===== src/rtl/pixel_row_collector_pkg.sv =====
// Shared geometry, types and helpers for the pixel row collector.
package pixel_row_collector_pkg;

    localparam int PIXEL_ARRAY_WIDTH  = 4;
    localparam int PIXEL_ARRAY_HEIGHT = 4;
    localparam int OUTPUT_BUS_WIDTH   = 2;
    localparam int PIXEL_BITS         = 8;

    localparam int WORDS_PER_ROW = PIXEL_ARRAY_WIDTH / OUTPUT_BUS_WIDTH;
    localparam int WC_W          = (WORDS_PER_ROW > 1) ? $clog2(WORDS_PER_ROW) : 1;
    localparam int ROW_IDX_W     = (PIXEL_ARRAY_HEIGHT > 1) ? $clog2(PIXEL_ARRAY_HEIGHT) : 1;

    typedef logic [PIXEL_ARRAY_WIDTH-1:0][PIXEL_BITS-1:0] row_t;
    typedef logic [OUTPUT_BUS_WIDTH-1:0][PIXEL_BITS-1:0]  word_t;
    typedef logic [ROW_IDX_W-1:0]                         row_idx_t;
    typedef logic [WC_W-1:0]                              word_idx_t;

    typedef enum logic {
        SLOT_EMPTY = 1'b0,
        SLOT_FULL  = 1'b1
    } slot_state_e;

    // True when the given row index is the last row of a frame.
    function automatic logic is_last_row(row_idx_t idx);
        return idx == row_idx_t'(PIXEL_ARRAY_HEIGHT - 1);
    endfunction

endpackage


===== src/rtl/pixel_row_collector_if.sv =====
// Bus-word input stream and assembled-row output stream of the collector.
interface pixel_row_collector_if;
    import pixel_row_collector_pkg::*;

    logic     frame_start;
    logic     in_valid;
    word_t    in_data;
    row_t     row_data;
    row_idx_t row_index;
    logic     row_valid;
    logic     row_ready;
    logic     frame_end;
    logic     overflow;

    // Collector side.
    modport slave (
        input  frame_start, in_valid, in_data, row_ready,
        output row_data, row_index, row_valid, frame_end, overflow
    );

    // Environment side: word producer and row consumer.
    modport master (
        output frame_start, in_valid, in_data, row_ready,
        input  row_data, row_index, row_valid, frame_end, overflow
    );

endinterface


===== src/rtl/pixel_row_collector_counter.sv =====
// Wrapping up-counter with a synchronous clear that takes effect before the
// increment of the same cycle, so a clear plus increment lands on 1.
module pixel_row_collector_counter #(
    parameter int WIDTH   = 1,
    parameter int MAX_VAL = 1
) (
    input  logic             clk,
    input  logic             reset_i,
    input  logic             clear_i,
    input  logic             inc_i,
    output logic [WIDTH-1:0] count_o,
    output logic [WIDTH-1:0] count_eff_o,
    output logic             wrap_o
);

    localparam logic [WIDTH-1:0] MAX_Q = WIDTH'(MAX_VAL);

    logic [WIDTH-1:0] count_q;
    logic [WIDTH-1:0] count_d;
    logic [WIDTH-1:0] base;

    // Effective current value after clear, and the next value after increment.
    always_comb begin
        base    = clear_i ? '0 : count_q;
        wrap_o  = inc_i && (base == MAX_Q);
        count_d = base;
        if (inc_i) begin
            count_d = (base == MAX_Q) ? '0 : base + 1'b1;
        end
    end

    // Counter register.
    always_ff @(posedge clk) begin
        if (reset_i) begin
            count_q <= '0;
        end else begin
            count_q <= count_d;
        end
    end

    assign count_o     = count_q;
    assign count_eff_o = base;

endmodule


===== src/rtl/row_output_slot.sv =====
// One-entry valid/ready holding register for completed rows, with a sticky
// drop flag raised when a row arrives while the slot is full and not drained.
//
//   state      | meaning
//   SLOT_EMPTY | no row presented, valid_o low
//   SLOT_FULL  | row presented on data_o, waiting for ready_i
module row_output_slot
    import pixel_row_collector_pkg::*;
(
    input  logic     clk,
    input  logic     reset_i,
    input  logic     load_i,
    input  row_t     load_data_i,
    input  row_idx_t load_index_i,
    input  logic     load_last_i,
    input  logic     ready_i,
    output logic     valid_o,
    output row_t     data_o,
    output row_idx_t index_o,
    output logic     last_o,
    output logic     drop_o
);

    slot_state_e state_q;
    logic        valid_q;
    row_t        data_q;
    row_idx_t    index_q;
    logic        last_q;
    logic        drop_q;

    // Slot FSM; a draining consumer and a new row in the same cycle swap rows
    // without a bubble, otherwise the held row wins and the new one is dropped.
    always_ff @(posedge clk) begin
        if (reset_i) begin
            state_q <= SLOT_EMPTY;
            valid_q <= 1'b0;
            data_q  <= '0;
            index_q <= '0;
            last_q  <= 1'b0;
            drop_q  <= 1'b0;
        end else begin
            case (state_q)
                SLOT_EMPTY: begin
                    if (load_i) begin
                        state_q <= SLOT_FULL;
                        valid_q <= 1'b1;
                        data_q  <= load_data_i;
                        index_q <= load_index_i;
                        last_q  <= load_last_i;
                    end
                end
                SLOT_FULL: begin
                    if (load_i) begin
                        if (ready_i) begin
                            data_q  <= load_data_i;
                            index_q <= load_index_i;
                            last_q  <= load_last_i;
                        end else begin
                            drop_q  <= 1'b1;
                        end
                    end else if (ready_i) begin
                        state_q <= SLOT_EMPTY;
                        valid_q <= 1'b0;
                    end
                end
                default: begin
                    state_q <= SLOT_EMPTY;
                    valid_q <= 1'b0;
                end
            endcase
        end
    end

    assign valid_o = valid_q;
    assign data_o  = data_q;
    assign index_o = index_q;
    assign last_o  = last_q;
    assign drop_o  = drop_q;

endmodule


===== src/rtl/pixel_row_collector.sv =====
// Reassembles bus words into full pixel rows, tags them with a row index and
// end-of-frame flag, and presents them through a one-entry output slot.
module pixel_row_collector
    import pixel_row_collector_pkg::*;
(
    input  logic                 clk,
    input  logic                 reset,
    pixel_row_collector_if.slave pix
);

    word_idx_t wc_cur;
    word_idx_t wc_eff;
    logic      row_done;
    row_idx_t  row_cur;
    row_idx_t  row_eff;
    logic      row_wrap;

    row_t      asm_q;
    row_t      asm_d;

    // Word position within the row; the wrap marks row completion.
    pixel_row_collector_counter #(
        .WIDTH   (WC_W),
        .MAX_VAL (WORDS_PER_ROW - 1)
    ) u_word_cnt (
        .clk         (clk),
        .reset_i     (reset),
        .clear_i     (pix.frame_start),
        .inc_i       (pix.in_valid),
        .count_o     (wc_cur),
        .count_eff_o (wc_eff),
        .wrap_o      (row_done)
    );

    // Row position within the frame; advances on every completion, dropped or not.
    pixel_row_collector_counter #(
        .WIDTH   (ROW_IDX_W),
        .MAX_VAL (PIXEL_ARRAY_HEIGHT - 1)
    ) u_row_cnt (
        .clk         (clk),
        .reset_i     (reset),
        .clear_i     (pix.frame_start),
        .inc_i       (row_done),
        .count_o     (row_cur),
        .count_eff_o (row_eff),
        .wrap_o      (row_wrap)
    );

    // Assembly buffer with the incoming word merged in; this merged value also
    // feeds the output slot so the final word needs no extra cycle.
    always_comb begin
        asm_d = pix.frame_start ? '0 : asm_q;
        if (pix.in_valid) begin
            for (int w = 0; w < WORDS_PER_ROW; w++) begin
                if (wc_eff == word_idx_t'(w)) begin
                    for (int p = 0; p < OUTPUT_BUS_WIDTH; p++) begin
                        asm_d[w*OUTPUT_BUS_WIDTH + p] = pix.in_data[p];
                    end
                end
            end
        end
    end

    // Assembly register.
    always_ff @(posedge clk) begin
        if (reset) begin
            asm_q <= '0;
        end else begin
            asm_q <= asm_d;
        end
    end

    row_output_slot u_slot (
        .clk          (clk),
        .reset_i      (reset),
        .load_i       (row_done),
        .load_data_i  (asm_d),
        .load_index_i (row_eff),
        .load_last_i  (is_last_row(row_eff)),
        .ready_i      (pix.row_ready),
        .valid_o      (pix.row_valid),
        .data_o       (pix.row_data),
        .index_o      (pix.row_index),
        .last_o       (pix.frame_end),
        .drop_o       (pix.overflow)
    );

endmodule


===== src/flat_wrapper.sv =====
// flat-port wrapper written by rule: the top's interface ports become plain ports
module pixel_row_collector_flat import pixel_row_collector_pkg::*;
  (clk, reset, pix_frame_start, pix_in_valid, pix_in_data, pix_row_ready, pix_row_data, pix_row_index, pix_row_valid, pix_frame_end, pix_overflow);
  pixel_row_collector_if pix_i ();
  input  logic clk;
  input  logic reset;
  input wire logic [$bits(pix_i.frame_start)-1:0] pix_frame_start;
  input wire logic [$bits(pix_i.in_valid)-1:0] pix_in_valid;
  input wire logic [$bits(pix_i.in_data)-1:0] pix_in_data;
  input wire logic [$bits(pix_i.row_ready)-1:0] pix_row_ready;
  output wire logic [$bits(pix_i.row_data)-1:0] pix_row_data;
  output wire logic [$bits(pix_i.row_index)-1:0] pix_row_index;
  output wire logic [$bits(pix_i.row_valid)-1:0] pix_row_valid;
  output wire logic [$bits(pix_i.frame_end)-1:0] pix_frame_end;
  output wire logic [$bits(pix_i.overflow)-1:0] pix_overflow;
  assign pix_i.frame_start = pix_frame_start;
  assign pix_i.in_valid = pix_in_valid;
  assign pix_i.in_data = pix_in_data;
  assign pix_i.row_ready = pix_row_ready;
  assign pix_row_data = pix_i.row_data;
  assign pix_row_index = pix_i.row_index;
  assign pix_row_valid = pix_i.row_valid;
  assign pix_frame_end = pix_i.frame_end;
  assign pix_overflow = pix_i.overflow;
  pixel_row_collector u_core (.clk(clk), .reset(reset), .pix(pix_i));
endmodule

===== config.mk =====
export PLATFORM = sky130hd
export DESIGN_NAME = pixel_row_collector_flat
export DESIGN_NICKNAME = d
export VERILOG_FILES = /design/src/rtl/pixel_row_collector_pkg.sv /design/src/rtl/pixel_row_collector_if.sv /design/src/rtl/pixel_row_collector_counter.sv /design/src/rtl/row_output_slot.sv /design/src/rtl/pixel_row_collector.sv /design/src/flat_wrapper.sv
export SDC_FILE = /design/constraint.sdc
export NUM_CORES = 1
export LEC_CHECK = 0
export CAP_MARGIN = 20
export CORE_ASPECT_RATIO = 1.2
export CORE_MARGIN = 4
export CORE_UTILIZATION = 54
export DETAILED_ROUTE_END_ITERATION = 10
export PLACE_DENSITY = 0.93
export REMOVE_ABC_BUFFERS = 1
export SLEW_MARGIN = 0
export SYNTH_ARGS = -nofsm -noshare
export SYNTH_HDL_FRONTEND = slang
export SYNTH_SLANG_ARGS = --single-unit

===== constraint.sdc =====
create_clock -name clk -period 4.05 [get_ports clk]
set_input_delay 0.81 -clock clk [delete_from_list [all_inputs] [get_ports clk]]
set_output_delay 0.81 -clock clk [all_outputs]
set_load 0.01 [all_outputs]

# ---- Yosys cells after proc, flatten, opt, wreduce, memory -nomap -nowiden
# Cells that the tools add are included.
dict set report word_totals {
  elab_cells 58
  mem_bits_rw 0
  latchBits 0
  ff_bits 73
  mem_bits_ro 0
  n_memories 0
  out_inout_bits 37
  in_bits 21
}
dict set report classes {
  n_lt_le_gt_ge 0
  div_mod_pow 0
  n_bitwise 2
  reduce_logical 4
  n_mux 30
  n_eq_ne 5
  n_addsub 2
  mul 0
  shifts 0
}
# op count
set ops {}
lappend ops {{$mux 32} 5}
lappend ops {{$pmux 32 s2} 1}
lappend ops {{$mux 16} 2}
lappend ops {{$mux 1} 12}
lappend ops {{$mux 2} 6}
lappend ops {{$reduce_and 3->1} 3}
lappend ops {{$pmux 1 s2} 3}
lappend ops {{$ne 2x1->1 const B} 2}
lappend ops {{$ne 2x2->1 const B} 2}
lappend ops {{$pmux 2 s2} 1}
lappend ops {{$add 2x1->2 const B} 1}
lappend ops {{$eq 2x2->1 const B} 1}
lappend ops {{$not 1->1} 2}
lappend ops {{$add 1x1->1 const B} 1}
lappend ops {{$logic_and 1x1->1} 1}

# ---- Longest topological paths before layout
# Gate-level depths: netlist of the first run.
dict set report logic_depth {
  word_depth 6
  ltp_mapped 13
  mapped_depth_nobuf 8
}

# ---- Hierarchy
# Synthesis of the first run repeated with hierarchy kept, for this count alone.
dict set report unflattened {
  cells_unflattened 345
  area_unflattened_um2 3201.8
}
# module area_per_inst_um2 instances seq_area_each_um2 cells_per_inst
set by_module_without_submodules {}
lappend by_module_without_submodules {row_output_slot 1570.3 1 760.7 171}
lappend by_module_without_submodules {pixel_row_collector 1460.2 1 640.6 159}
lappend by_module_without_submodules {{pixel_row_collector_counter (u_core.u_row_cnt)} 111.4 1 40.0 11}
lappend by_module_without_submodules {{pixel_row_collector_counter (u_core.u_word_cnt)} 60.1 1 20.0 4}

# ---- Least setup slack after synthesis of the first run
# Ideal clock, no wire load.
dict set report synth_timing {
  kind {input-to-reg}
  start {in pix_frame_start}
  end {reg u_core.u_slot.data_q (netlist bit u_core.u_slot.data_o[5])}
  slack_ns 1.031
  path_buffers 4
  required_ns 3.916
  setup_time_ns 0.134
  path_stages 12
  arrival_ns 2.885
  cell_sequence {clkbuf_1 nand2b_1 buf_2 buf_2 inv_2 ha_1 inv_1 ha_1 or2_2 nor2_1 clkbuf_1 a211oi_1}
}
dict set report synth_via {
  elab_chain_cells 6
  elab_cells_between_ends 12
  cone_classes {eq/ne (2); mux (8); reduce/logical (2)}
}
# item line_no
set synth_rtl {}
lappend synth_rtl {{start, declared} flat_wrapper.sv:7} ;# input wire logic [$bits(pix_i.frame_start)-1:0] pix_frame_start;
lappend synth_rtl {{$mux 32 / $mux 1 (equally long branches)} {pixel_row_collector.sv:52, pixel_row_collector_counter.sv:24}}
lappend synth_rtl {{$mux 16} pixel_row_collector.sv:55} ;# if (wc_eff == word_idx_t'(w)) begin
lappend synth_rtl {{$mux 32} pixel_row_collector.sv:53} ;# if (pix.in_valid) begin
lappend synth_rtl {{$mux 32} row_output_slot.sv:54} ;# if (ready_i) begin
lappend synth_rtl {{$mux 32} row_output_slot.sv:53} ;# if (load_i) begin
lappend synth_rtl {{$pmux 32 s2} row_output_slot.sv:42} ;# case (state_q)
lappend synth_rtl {{end signal, assigned} row_output_slot.sv:47} ;# data_q <= load_data_i;
lappend synth_rtl {{end signal, assigned} row_output_slot.sv:55} ;# data_q <= load_data_i;
lappend synth_rtl {{end, declared} row_output_slot.sv:26} ;# row_t data_q;
# Several ways; a longest one is shown, not always the timed one. The select of a mux whose other input is x is not followed.
# A chain may end at the register's enable or synchronous reset.

# ---- Final worst setup path of the first run
dict set report layout_timing {
  start {in pix_in_valid}
  end {reg u_core.u_slot.data_q (netlist bit u_core.u_slot.data_o[28])}
}
dict set report layout_via {
  elab_chain_cells 4
  elab_cells_between_ends 9
  cone_classes {eq/ne (2); mux (5); reduce/logical (2)}
}
# item line_no
set layout_rtl {}
lappend layout_rtl {{start, declared} flat_wrapper.sv:8} ;# input wire logic [$bits(pix_i.in_valid)-1:0] pix_in_valid;
lappend layout_rtl {{$mux 32} pixel_row_collector.sv:53}
lappend layout_rtl {{$mux 32} row_output_slot.sv:54}
lappend layout_rtl {{$mux 32} row_output_slot.sv:53}
lappend layout_rtl {{$pmux 32 s2} row_output_slot.sv:42}
# Several ways; a longest one is shown, not always the timed one. The select of a mux whose other input is x is not followed.

==> results of run 1 <==
==> power by group <==
group / total [mW] / switching [mW] / internal [mW]
sequential: 0.754 / 0.0109 / 0.743
clock: 0.621 / 0.274 / 0.346
combinational: 0.173 / 0.0930 / 0.0803
total: 1.55 / 0.378 / 1.17
==> cell type report <==
cell class                      instances  area [um2]  area share (%)
Sequential cell                        73        1460            40.8
Multi-Input combinational cell        167        1180            32.8
Timing Repair Buffer                   66         638            17.8
Clock buffer                            9         124            3.46
Clock inverter                          7        95.1            2.65
Tap cell                               60        75.1            2.09
Inverter                                4        15.0           0.419
==> state kept, by name, summed over array words and instances, names as in the netlist <==
signal                     flops
u_core.u_row_cnt.count_o       2
u_core.u_slot.index_o          2
u_core.asm_q                  32
u_core.u_slot.last_o           1
u_core.u_slot.state_q          1
u_core.u_slot.valid_o          1
u_core.u_slot.drop_o           1
u_core.u_word_cnt.count_o      1
u_core.u_slot.data_o          32
==> worst max-delay path by stage <==
stage,from,end,slack (ns),depth (start not counted)
2_1_floorplan,pix_frame_start,u_core.u_slot.data_o[24],0.98,8
3_3_place_gp,pix_in_valid,u_core.u_slot.data_o[24],0.81,8
3_5_place_dp,pix_in_valid,u_core.u_slot.data_o[24],0.71,8
4_1_cts,pix_in_valid,u_core.u_slot.data_o[27],1.08,8
5_1_grt,pix_in_valid,u_core.u_slot.data_o[27],0.98,8
6_report,pix_in_valid,u_core.u_slot.data_o[28],1.04,8
==> critical path, cell delays in order <==
cell	delay, ns
clkdlybuf4s50_1	0.46
buf_4	0.25
ha_1	0.23
inv_1	0.07
ha_1	0.19
or2_2	0.33
or3_1	0.65
o2bb2ai_1	0.27
==> logic make-up after synthesis <==
logic type	Yosys count	share of synthesized area [%]
compound gates	74	21.7
mux	17	6.13
flops	73	52.6
buf+inv	28	5.04
xor+xnor	1	0.315
fa+ha+maj	5	2.25
simple gates	70	11.9
==> synthesized netlist by cell type, drive strengths merged <==
| library cell | number | area [um2] |
|---|---|---|
| xnor2 | 1 | 8.76 |
| or2 | 2 | 12.5 |
| inv | 4 | 15.0 |
| nand3 | 3 | 15.0 |
| nand2 | 2 | 7.51 |
| a22oi | 1 | 7.51 |
| or3 | 1 | 6.26 |
| a211oi | 16 | 120 |
| ha | 5 | 62.6 |
| a32oi | 16 | 140 |
| mux2i | 17 | 170 |
| a311oi | 1 | 8.76 |
| clkbuf | 14 | 52.6 |
| a21oi | 21 | 109 |
| dfxtp | 73 | 1460 |
| buf | 10 | 72.6 |
| nor2b | 20 | 125 |
| o21ai | 3 | 15.0 |
| nor2 | 39 | 146 |
| o2bb2ai | 16 | 203 |
| nand2b | 3 | 18.8 |
==> layer usage <==
| metal | vias up | share of wire [%] | wire, um | global-route usage (%) |
|---|---|---|---|---|
| met5 | - | 0 | 0 | 0 |
| met4 | 0 | 1.5 | 100 | 8.90 |
| met3 | 9 | 5.7 | 382 | 6.50 |
| met2 | 76 | 51 | 3410 | 36.5 |
| met1 | 1069 | 42 | 2850 | 28.4 |
| li1 | 1060 | - | - | - |
==> stage by stage <==
stage	instances	setup slack, ns
final	386	1.04
after global routing	386	0.975
after CTS	386	1.08
after detailed placement	370	0.715
after global placement	370	0.805
after floorplan	244	0.978
==> placed cells by master, fill, tap and decap left out, types with 3 or more instances in the layout <==
cell | Yosys | layout
a211oi_1 | 16 | 16
buf_4 | 0 | 9
clkdlybuf4s50_1 | 0 | 57
nor2_1 | 39 | 39
dfxtp_1 | 73 | 73
inv_1 | 3 | 3
nand3_1 | 3 | 3
nor2b_1 | 20 | 20
a21oi_1 | 20 | 20
clkbuf_8 | 0 | 9
ha_1 | 5 | 5
a32oi_1 | 16 | 16
o2bb2ai_2 | 10 | 10
o21ai_0 | 3 | 3
o2bb2ai_1 | 6 | 6
mux2i_1 | 17 | 17
nand2b_1 | 3 | 3
==> results by group, run 1 <==
Power
  – Power Total: 1.55 mW
  – Pwr Density: 432 nW/um2
  – Worst vdd ir: 320 uV
  – Leak pwr: 1.36 nW

Clock tree
  – Skew-Pair Late Insertion Delay: 0.35 ns
  – CTS Buf Count: 9
  – Num Clock Sinks: 73
  – Buffer type at the clock tree root: clkbuf_8
  – TritonCTS clock tree: yes
  – CTS Hold Buffers Added: 0
  – CTS Buffer Depth: 2
  – Total setup buffers inserted after CTS: 0
  – Clock-pin transition on the worst setup and hold timing paths: 0.07 ns
  – H-tree depth: 3
  – Cts repair resizes: 0

Synthesis
  – Warnings, synthesis: 0
  – Sequential share of the synthesized area: 52.6%
  – Seq cells post-synth: 73
  – Mapped Avg Cell Area: 10.4 um2
  – Syn Inst Count: 268
  – Mapped cell area: 2780 um2
  – Distinct cells, synth: 27

Route
  – Antenna-violating nets left: 0
  – Drt pass-1 iters: 4
  – Detailed-route DRC error count: 0
  – DR vias/cell: 5.74
  – Detailed Route WL: 6740 um
  – Via count: 2214
  – Initial DRC count: 172
  – WL/cell: 17.5 um

STA
  – Rel. slew slack: 29.3%
  – Final setup viols: 0
  – Min cycle time layout: 3.01 ns
  – Final Skew: 0.0112 ns
  – Tightest Pin Transition: 1.06 ns
  – WHS: 0.482 ns
  – Setup TNS: 0 ns
  – Achievable frequency: 0.332 GHz
  – RSZ-0062 raised after global routing: false
  – Fin. Hold Viols: 0
  – Final period util: 74.4%
  – Fin. max-slew vios: 0

GRT
  – Vias in the first global route: 2220
  – Largest net degree at the start of global routing: 43
  – First-pass GRT wire length: 10900 um
  – Tot GR Track Use: 22.7%
  – Remaining Overflow, GRT: 0
  – Antenna violations before repair: 0

Placement
  – DP Wirelength: 4420 um
  – Global placement routability congestion: 0.805
  – Port buffer count: 57
  – Post-Place Cell Area: 3370 um2

Layout
  – Area grow syn2layout: 29.1%
  – Antenna diodes: 0
  – Finished Cell Area: 3580 um2
  – Share of layout cells above drive strength 1: 11.7%
  – Layout net count: 347
  – Number of fill cells: 378
  – Final core utilization: 72.1%

Run
  – Max-cap violations: 0

Min path
  – Min-delay src: u_core.u_slot.data_o[17]
  – Min-Delay Endpoint: u_core.u_slot.data_o[17]
  – Min-Delay Path Class: flop to flop
  – Hold Crit Depth: 1

Worst setup path
  – Worst Path Class, Setup: input port to flop
  – CP Launch Type: input port
  – Critical R2R Capture: u_core.u_slot.data_o[28]
  – Worst reg2reg startpoint: u_core.u_word_cnt.count_o
  – Crit-path max FO: 20
  – CP Capture Type: flop
  – Reg2reg setup slack: 1.77 ns
  – CP required: 4.32 ns
  – Worst R2R Path Depth: 8
  – Worst endpoint data arrival time: 3.28 ns

Floorplanning
  – DIE AREA: 6360 um2
  – IO Pins: 58
  – Die width: 73.5 um
  – Core box area: 4970 um2
  – Starting density of the core: 55.8%
  – FP Rows: 28
  – Die Ht: 86.6 um

Run status
  – Outcome: finished clean
No activity file was read; power rests on OpenSTA's default activity.
==> run 2: changes to the inputs <==
CORE_UTILIZATION = 45   (was 54)
PLACE_DENSITY = 0.84   (was 0.93)
clock period = 2.56 ns   (was 4.05 ns; I/O delays follow)
==> run 2 against run 1 <==
  * Global-route usage down 3.4 points
  * Worst setup slack worse by 0.86 ns
  * Sequential power up 58%
  * Final cell count up 7.0%
  * Critical path depth up 1
  * First-iteration DRC count down 42%
  * Critical path type unchanged
  * Largest power group unchanged
  * Highest routed layer unchanged
==> results by group, run 2 (same netlist as run 1, synthesis figures left out) <==
Clock tree
  – TritonCTS clock tree: yes
  – Total setup buffers inserted after CTS: 0 (unchanged)
  – H-tree depth: 3 (unchanged)
  – CTS Hold Buffers Added: 0 (unchanged)
  – Clock-pin transition on the worst setup and hold timing paths: 0.07 ns (about the same)
  – Buffer type at the clock tree root: clkbuf_8
  – Num Clock Sinks: 73 (unchanged)
  – Cts repair resizes: 0 (unchanged)
  – Skew-Pair Late Insertion Delay: 0.34 ns (about the same)
  – CTS Buf Count: 9 (unchanged)
  – CTS Buffer Depth: 2 (unchanged)

Power
  – Logic pwr share: 12.5% (+1.3 points)
  – Pwr Density: 620 nW/um2 (+43%)
  – Sequential power share: 53.3% (+4.6 points)
  – Switch share: 25.0% (+0.57 points)
  – Worst vdd ir: 440 uV (+38%)
  – Internal Power: 1.68 mW (+44%)
  – Clock power share: 34.2% (-5.9 points)
  – Leak pwr: 1.37 nW (+0.53%)
  – Psw: 0.560 mW (+48%)

Route
  – Drt pass-1 iters: 4 (unchanged)
  – Via count: 2233 (+0.86%)
  – DR vias/cell: 5.41 (-5.7%)
  – Detailed-route DRC error count: 0 (unchanged)
  – Antenna-violating nets left: 0 (unchanged)
  – Initial DRC count: 100 (-42%)
  – Detailed Route WL: 6590 um (-2.1%)
  – WL/cell: 16.0 um (-8.5%)

Floorplanning
  – FP Rows: 31 (+11%)
  – Starting density of the core: 46.2% (-9.6 points)
  – Core box area: 6010 um2 (+21%)
  – IO Pins: 58 (unchanged)
  – Die Ht: 94.1 um (+8.7%)
  – DIE AREA: 7500 um2 (+18%)
  – Die width: 79.7 um (+8.5%)

Min path
  – Min-delay src: u_core.u_slot.data_o[24]
  – Min-Delay Endpoint: u_core.u_slot.data_o[24]
  – Min-Delay Path Class: flop to flop
  – Hold Crit Depth: 1 (unchanged)

Worst setup path
  – CP Launch Type: input port
  – CP Capture Type: flop
  – Top cell family by delay on the critical path: compound AO/OA/AOI/OAI gates
  – Worst Setup SP: pix_frame_start
  – CP required: 2.83 ns (-1.49 ns)
  – Worst R2R Path Depth: 8 (unchanged)
  – Crit path cell chain: clkdlybuf4s50_1 > nand2b_1 > inv_2 > ha_1 > inv_1 > ha_1 > nor2_1 > a21oi_2 > o2bb2ai_1
  – Worst endpoint data arrival time: 2.66 ns (-0.62 ns)
  – Crit-path max FO: 16 (-20%)
  – Worst reg2reg startpoint: u_core.u_word_cnt.count_o
  – Slowest cell on crit path: a21oi_2
  – Worst Path Class, Setup: input port to flop
  – Cell repeated most along the worst path: ha_1
  – Reg2reg setup slack: 0.55 ns (-1.22 ns)
  – Buf/Inv on CP: 3 (unchanged)
  – Max incr delay on CP: 0.79 ns (+0.14 ns)
  – Critical R2R Capture: u_core.u_slot.data_o[24]

STA
  – Final period util: 93.2%
  – Fin. Hold Viols: 0 (unchanged)
  – Rel. slew slack: 29.8% (+0.48 points)
  – Final setup viols: 0 (unchanged)
  – Final Skew: 0.00807 ns (-0.00317 ns)
  – Fin. max-slew vios: 0 (unchanged)
  – Tightest Pin Transition: 1.05 ns (-0.00720 ns)
  – Min cycle time layout: 2.39 ns
  – Achievable frequency: 0.419 GHz
  – RSZ-0062 raised after global routing: false
  – WHS: 0.469 ns (-0.0133 ns)

Placement
  – Global placement routability congestion: 0.759 (-5.8%)
  – DP Wirelength: 4410 um (-0.27%)
  – Port buffer count: 57 (unchanged)

Layout
  – Most frequent cells in the layout: 73 x dfxtp_1, 57 x clkdlybuf4s50_1, 39 x nor2_1
  – Layout net count: 353 (+1.7%)
  – Area grow syn2layout: 30.1%
  – Final core utilization: 60.1% (-12 points)
  – Share of layout cells above drive strength 1: 12.4% (+0.73 points)
  – Commonest non-fill, non-tap cell in the layout: dfxtp_1
  – Antenna diodes: 0 (unchanged)

Run status
  – Outcome: finished clean

GRT
  – Largest net degree at the start of global routing: 41 (-4.7%)
  – Tot GR Track Use: 19.3% (-3.4 points)
  – Remaining Overflow, GRT: 0 (unchanged)
  – First-pass GRT wire length: 11000 um (+1.0%)
  – Antenna violations before repair: 0 (unchanged)
  – Vias in the first global route: 2249 (+1.3%)

Run
  – Max-cap violations: 0 (unchanged)
-- run 2: through the flow --
step / cell area (um2) / setup WS [ns] / cells / power [mW] / setup TNS [ns]
after floorplan: 2650 / -0.214 / 244 / 1.34 / -3.35
after global placement: 3450 / -0.101 / 398 / 1.49 / -1.56
after detailed placement: 3450 / -0.164 / 398 / 1.50 / -2.94
after CTS: 3610 / 0.190 / 413 / 2.26 / 0
after global routing: 3610 / 0.0203 / 413 / 2.33 / 0
final: 3610 / 0.174 / 413 / 2.24 / 0
-- run 2: worst max-delay path by stage --
stage | end | slack, ns | cells past startpoint
4_1_cts | u_core.u_slot.data_o[24] | 0.19 | 9
2_1_floorplan | u_core.u_slot.data_o[24] | -0.21 | 8
5_1_grt | u_core.u_slot.data_o[24] | 0.02 | 9
3_3_place_gp | u_core.u_slot.data_o[27] | -0.10 | 9
6_report | u_core.u_slot.data_o[24] | 0.17 | 9
3_5_place_dp | u_core.u_slot.data_o[27] | -0.16 | 9
-- run 2: worst register-to-register path, cell delays in order (launching register included) --
cell	delay, ns
dfxtp_1	0.32
nand2b_1	0.11
inv_2	0.05
ha_1	0.19
inv_1	0.07
ha_1	0.15
nor2_1	0.07
a21oi_2	0.79
o2bb2ai_1	0.19
-- run 2: power by group through the flow --
stage | sequential [mW] | clock (mW) | combinational, mW
after global routing | 1.20 | 0.829 | 0.303
after global placement | 1.22 | 0 | 0.272
after floorplan | 1.23 | 0 | 0.119
after detailed placement | 1.22 | 0 | 0.279
final | 1.19 | 0.766 | 0.279
after CTS | 1.19 | 0.782 | 0.280
-- run 2: area by class of cell --
cell class	count	area, um2
Timing Repair Buffer	72	696
Fill cell	503	2400
Clock inverter	3	17.5
Multi-Input combinational cell	167	1180
Inverter	4	15.0
Clock buffer	12	145
Tap cell	82	103
Sequential cell	73	1460
-- run 2: routing by layer --
layer / global-route usage, % / wire (um) / vias up
met5: 0 / 0 / -
met4: 9.89 / 118 / 0
met3: 4.32 / 357 / 11
met2: 32.2 / 3330 / 62
met1: 23.1 / 2790 / 1089
li1: - / - / 1071
